## config.mk

```make
export PLATFORM = sky130hd
export DESIGN_NAME = decoder_nx
export DESIGN_NICKNAME = d
export VERILOG_FILES = /design/src/rtl/decoder_nx.sv
export SDC_FILE = /design/constraint.sdc
export NUM_CORES = 1
export LEC_CHECK = 0
export BUFFER_PORTS_ARGS = -buffer_cell sky130_fd_sc_hd__buf_4
export CAP_MARGIN = 20
export CORE_AREA = 2 2 39 41
export DETAILED_ROUTE_END_ITERATION = 8
export DIE_AREA = 0 0 41 43
export HOLD_SLACK_MARGIN = 0.03
export PLACE_DENSITY = 0.58
export SLEW_MARGIN = 20
export SYNTH_ARGS = -nofsm -noshare
export SYNTH_HDL_FRONTEND = slang
export SYNTH_SLANG_ARGS = --single-unit
```

## constraint.sdc

```tcl
create_clock -name i_CLK -period 2.6 [get_ports i_CLK]
set_input_delay 0.52 -clock i_CLK [delete_from_list [all_inputs] [get_ports i_CLK]]
set_output_delay 0.52 -clock i_CLK [all_outputs]
set_load 0.05 [all_outputs]
```

## src/rtl/decoder_nx.sv

```systemverilog
// Registered N-to-2^N one-hot decoder with load strobe, output enable and polarity select.
// Optional scan mode (walk the active line up/down with wrap pulse) is enabled by DECODER_NX_SCAN_EN.
module decoder_nx #(
   parameter  int SEL_W      = 3,
   parameter  bit ACTIVE_LOW = 1'b0,
   localparam int OUT_N      = 2 ** SEL_W
) (
   input  logic             i_CLK,
   input  logic             i_RST,
   input  logic             i_EN,
   input  logic             i_LOAD,
   input  logic [SEL_W-1:0] i_SEL,
   input  logic             i_MODE,
   input  logic             i_STEP,
   input  logic             i_DIR,
   output logic [OUT_N-1:0] o_OUT,
   output logic [SEL_W-1:0] o_IDX,
   output logic             o_UPD,
   output logic             o_WRAP
);

   localparam logic [OUT_N-1:0] OUT_IDLE = {OUT_N{ACTIVE_LOW}};
   localparam logic [SEL_W-1:0] IDX_ONE  = SEL_W'(1);
   localparam logic [SEL_W-1:0] IDX_MAX  = {SEL_W{1'b1}};

   generate
      if (SEL_W < 1 || SEL_W > 6) begin : g_bad_width
         $error("decoder_nx: SEL_W must be in 1..6");
      end
   endgenerate

   logic [SEL_W-1:0] idx_q, idx_d;
   logic [OUT_N-1:0] out_q, out_d;
   logic             upd_q, upd_d;
   logic             wrap_q, wrap_d;
   logic [OUT_N-1:0] onehot;

   // Load always wins over a step; a step only exists in scan mode.
   always_comb begin
      idx_d  = idx_q;
      upd_d  = 1'b0;
      wrap_d = 1'b0;
      if (i_LOAD) begin
         idx_d = i_SEL;
         upd_d = 1'b1;
      end
`ifdef DECODER_NX_SCAN_EN
      else if (i_MODE && i_STEP) begin
         upd_d = 1'b1;
         if (!i_DIR) begin
            idx_d  = idx_q + IDX_ONE;
            wrap_d = (idx_q == IDX_MAX);
         end else begin
            idx_d  = idx_q - IDX_ONE;
            wrap_d = (idx_q == '0);
         end
      end
`endif
   end

   // Outputs decode the next index so they track idx with the same one-cycle latency.
   always_comb begin
      onehot        = '0;
      onehot[idx_d] = 1'b1;
      out_d         = (i_EN ? onehot : '0) ^ OUT_IDLE;
   end

`ifndef DECODER_NX_SCAN_EN
   logic unused_scan_inputs;
   assign unused_scan_inputs = ^{i_MODE, i_STEP, i_DIR};
`endif

   always_ff @(posedge i_CLK or posedge i_RST) begin
      if (i_RST) begin
         idx_q  <= '0;
         out_q  <= OUT_IDLE;
         upd_q  <= 1'b0;
         wrap_q <= 1'b0;
      end else begin
         idx_q  <= idx_d;
         out_q  <= out_d;
         upd_q  <= upd_d;
         wrap_q <= wrap_d;
      end
   end

   assign o_OUT  = out_q;
   assign o_IDX  = idx_q;
   assign o_UPD  = upd_q;
   assign o_WRAP = wrap_q;

endmodule

```

==> key figures <==
Status
  • Status: completed

Final layout
  • Post-Layout Inst Area: approximately 610 µm²
  • Total Nets Final: roughly 60
  • Layout area overhead: 42.7%
  • Layout cell share with drive strength beyond 1: approximately three fifths
  • Ant. Diodes: 0
  • Number of fill cells in the layout: around 130

STA
  • Tmin final: between 1000 and 1500 ps
  • Final setup viols: 0
  • Final Hold Viols: 0
  • Unrepaired setup endpoints after global routing: no
  • Fmax: about 0.73 GHz
  • Slew Limit Fails: 0
  • Final Skew: around 0.87 ps
  • Fin crit share: between 50% and 60%
  • Fin Setup TNS: 0 ps

Routing
  • WL final: around 770 µm
  • Detailed Route Iter0 Violations: 2
  • Vias: approximately 310
  • Drt first pass iters: 4
  • ANT nets after route: 0
  • Remaining DRCs: 0
  • DR vias/cell: 4.64
  • DR WL/cell: approximately 12 µm

Synthesis
  • Synthesized area per cell: roughly 15 µm²
  • Synth Warn #: 0
  • Seq cells post-synth: 12
  • Post-Syn Area: 430 µm²
  • Synthesized instance count: 29
  • Seq/Total Area, Yosys: 69.8%
  • Syn Nets: 39
  • Post-synth cell types: 10

GRT
  • Met3 usage: 3.14%
  • Maximum number of pins on one net before global-route repair: 13
  • GRT Max-Usage Layer: met2
  • GRT overflow: 0
  • Vias in the first global route: between 200 and 300
  • Initial antenna violation count: 0
  • Overall routing resource usage: 10.7%
  • First-pass GRT wire length: ~1200 µm
  • GRT met1 Usage: between 10% and 20%
  • M2 GR Usage: around 14%

Clock tree
  • Hold_buf cts: 0
  • CTS resizes: 0
  • Worst-Skew Late Latency: roughly 260 ps
  • CTS Buffer Depth: 2
  • Root buffer cell: clkbuf_4
  • Post-CTS setup buffer count: 0
  • CTS Sinks: 12
  • Reg clk slew, reported paths: ~70 ps
  • CTS buffer count: 3
  • # H-tree levels: 1
  • CTS tree: yes

Floorplanning
  • DIE WIDTH: a little over 40 µm
  • Initial core utilization: a little under a third
  • Core footprint: 0.00138 mm²
  • Floorplan row count: 14
  • Total die area: roughly 0.0018 mm²
  • Die H: about 43 µm
  • IO Pins: 23

Worst setup path
  • WP data required: about 2100 ps
  • Worst R2R Start: o_IDX[0]
  • Setup crit start: o_IDX[1]
  • Crit-path max FO: 2
  • Startpoint Class: flop
  • CP Buf/Inv Count: 1
  • CP delay by family, top: flip-flops
  • Worst Path Arrival: around 840 ps
  • Critical Path, Cell by Cell: buf_4
  • Crit-path slowest cell: dfrtp_1
  • Critical Path Sink Type: output port
  • Crit path largest cell delay: 390 ps
  • Critical path class: reg -> out

Pwr
  • Leakage: 0.325 nW
  • VDD IR-drop max: between 0.2 and 0.25 mV
  • Pwr Density: a little over 700 mW/mm²

Placement
  • I/O Buffers: 18
  • Placer Congestion: approximately 0.73
  • DP HPWL: between 500 and 600 µm
  • DP Area: roughly 580 µm²

Worst hold path
  • HP Class: in -> async

Flow run
  • Maxcap violations: 0
-- synth_stat cells --
library cell,count,share of area (%)
dfrtp_1,12,70
and4_2,4,9.3
nor4_1,4,5.8
inv_1,2,1.7
inv_2,2,1.7
buf_4,1,1.7
conb_1,1,0.87
mux2_4,1,3.5
mux2i_1,1,2.3
mux2i_2,1,3.2
-- stage by stage --
step                cells  utilization (%)  hold slack (ps)  power (W)  setup WS (ps)
finish                 66             44.4              252   0.000439           1240
global route           66             44.4              282   0.000460           1200
CTS                    66             44.4              264   0.000447           1210
detailed placement     62             41.8              558   0.000302           1070
global placement       62             41.8              547   0.000301           1080
floorplan              29                -              385   0.000270           1290
-- registers in the layout (all words and copies together) (netlist names) --
name and flops:
o_IDX 3, o_OUT 8, o_UPD 1
-- cells in the final DEF (no fill, tap or decap) --
cell type,synthesis,layout
mux2i_1,1,1
clkbuf_4,0,3
and4_2,4,4
buf_4,1,18
clkbuf_8,0,1
mux2_4,1,1
conb_1,1,1
inv_1,2,2
inv_2,2,2
nor4_1,4,4
dfrtp_1,12,12
mux2i_2,1,1
-- cell families after synthesis --
| family | Yosys count | synth area share, % |
|---|---|---|
| buf+inv | 5 | 5.23 |
| flops | 12 | 69.8 |
| mux | 3 | 9.01 |
| other cells | 1 | 0.871 |
| simple gates | 8 | 15.1 |
-- routing by layer --
metal	up-vias	share of wire (%)
li1	144	-
met1	145	38
met2	13	52
met3	4	6.3
met4	0	3.1
met5	-	0
-- cell type report --
cell class	instances	area (µm²)	share of cell area, %
multi-input combinational	12	108	17.5
inverter	4	15.0	2.44
sequential	12	300	48.9
clock buffer	4	36.3	5.91
timing repair buffer	18	135	22.0
tap	16	20.0	3.26
-- path summary, 6_finish.rpt --
| path | endpoint | slack [ps] | depth (start not counted) |
|---|---|---|---|
| worst max-delay path | o_IDX[1] | 1240 | 1 |
| worst min-delay path | o_UPD | 250 | 2 |
| worst max register to register | o_OUT[7] | 1420 | 3 |
| worst min register to register | o_IDX[2] | 590 | 1 |
| max in group asynchronous | o_OUT[7] | 2050 | 2 |
| min in group i_CLK | o_UPD | 410 | 1 |
-- power by group --
| part | internal, W | leakage [nW] | total (W) | switching [W] |
|---|---|---|---|---|
| combinational | 0.0000287 | 0.148 | 0.0000961 | 0.0000674 |
| clock | 0.0000849 | 0.0210 | 0.000141 | 0.0000562 |
| sequential | 0.000197 | 0.156 | 0.000202 | 0.00000419 |
-- worst reg2reg max path, stage by stage, from the launching register on --
cell	delay [ps]
dfrtp_1	380
mux2i_1	330
inv_2	110
and4_2	260
Note: power is estimated with default switching activity, not from simulation.
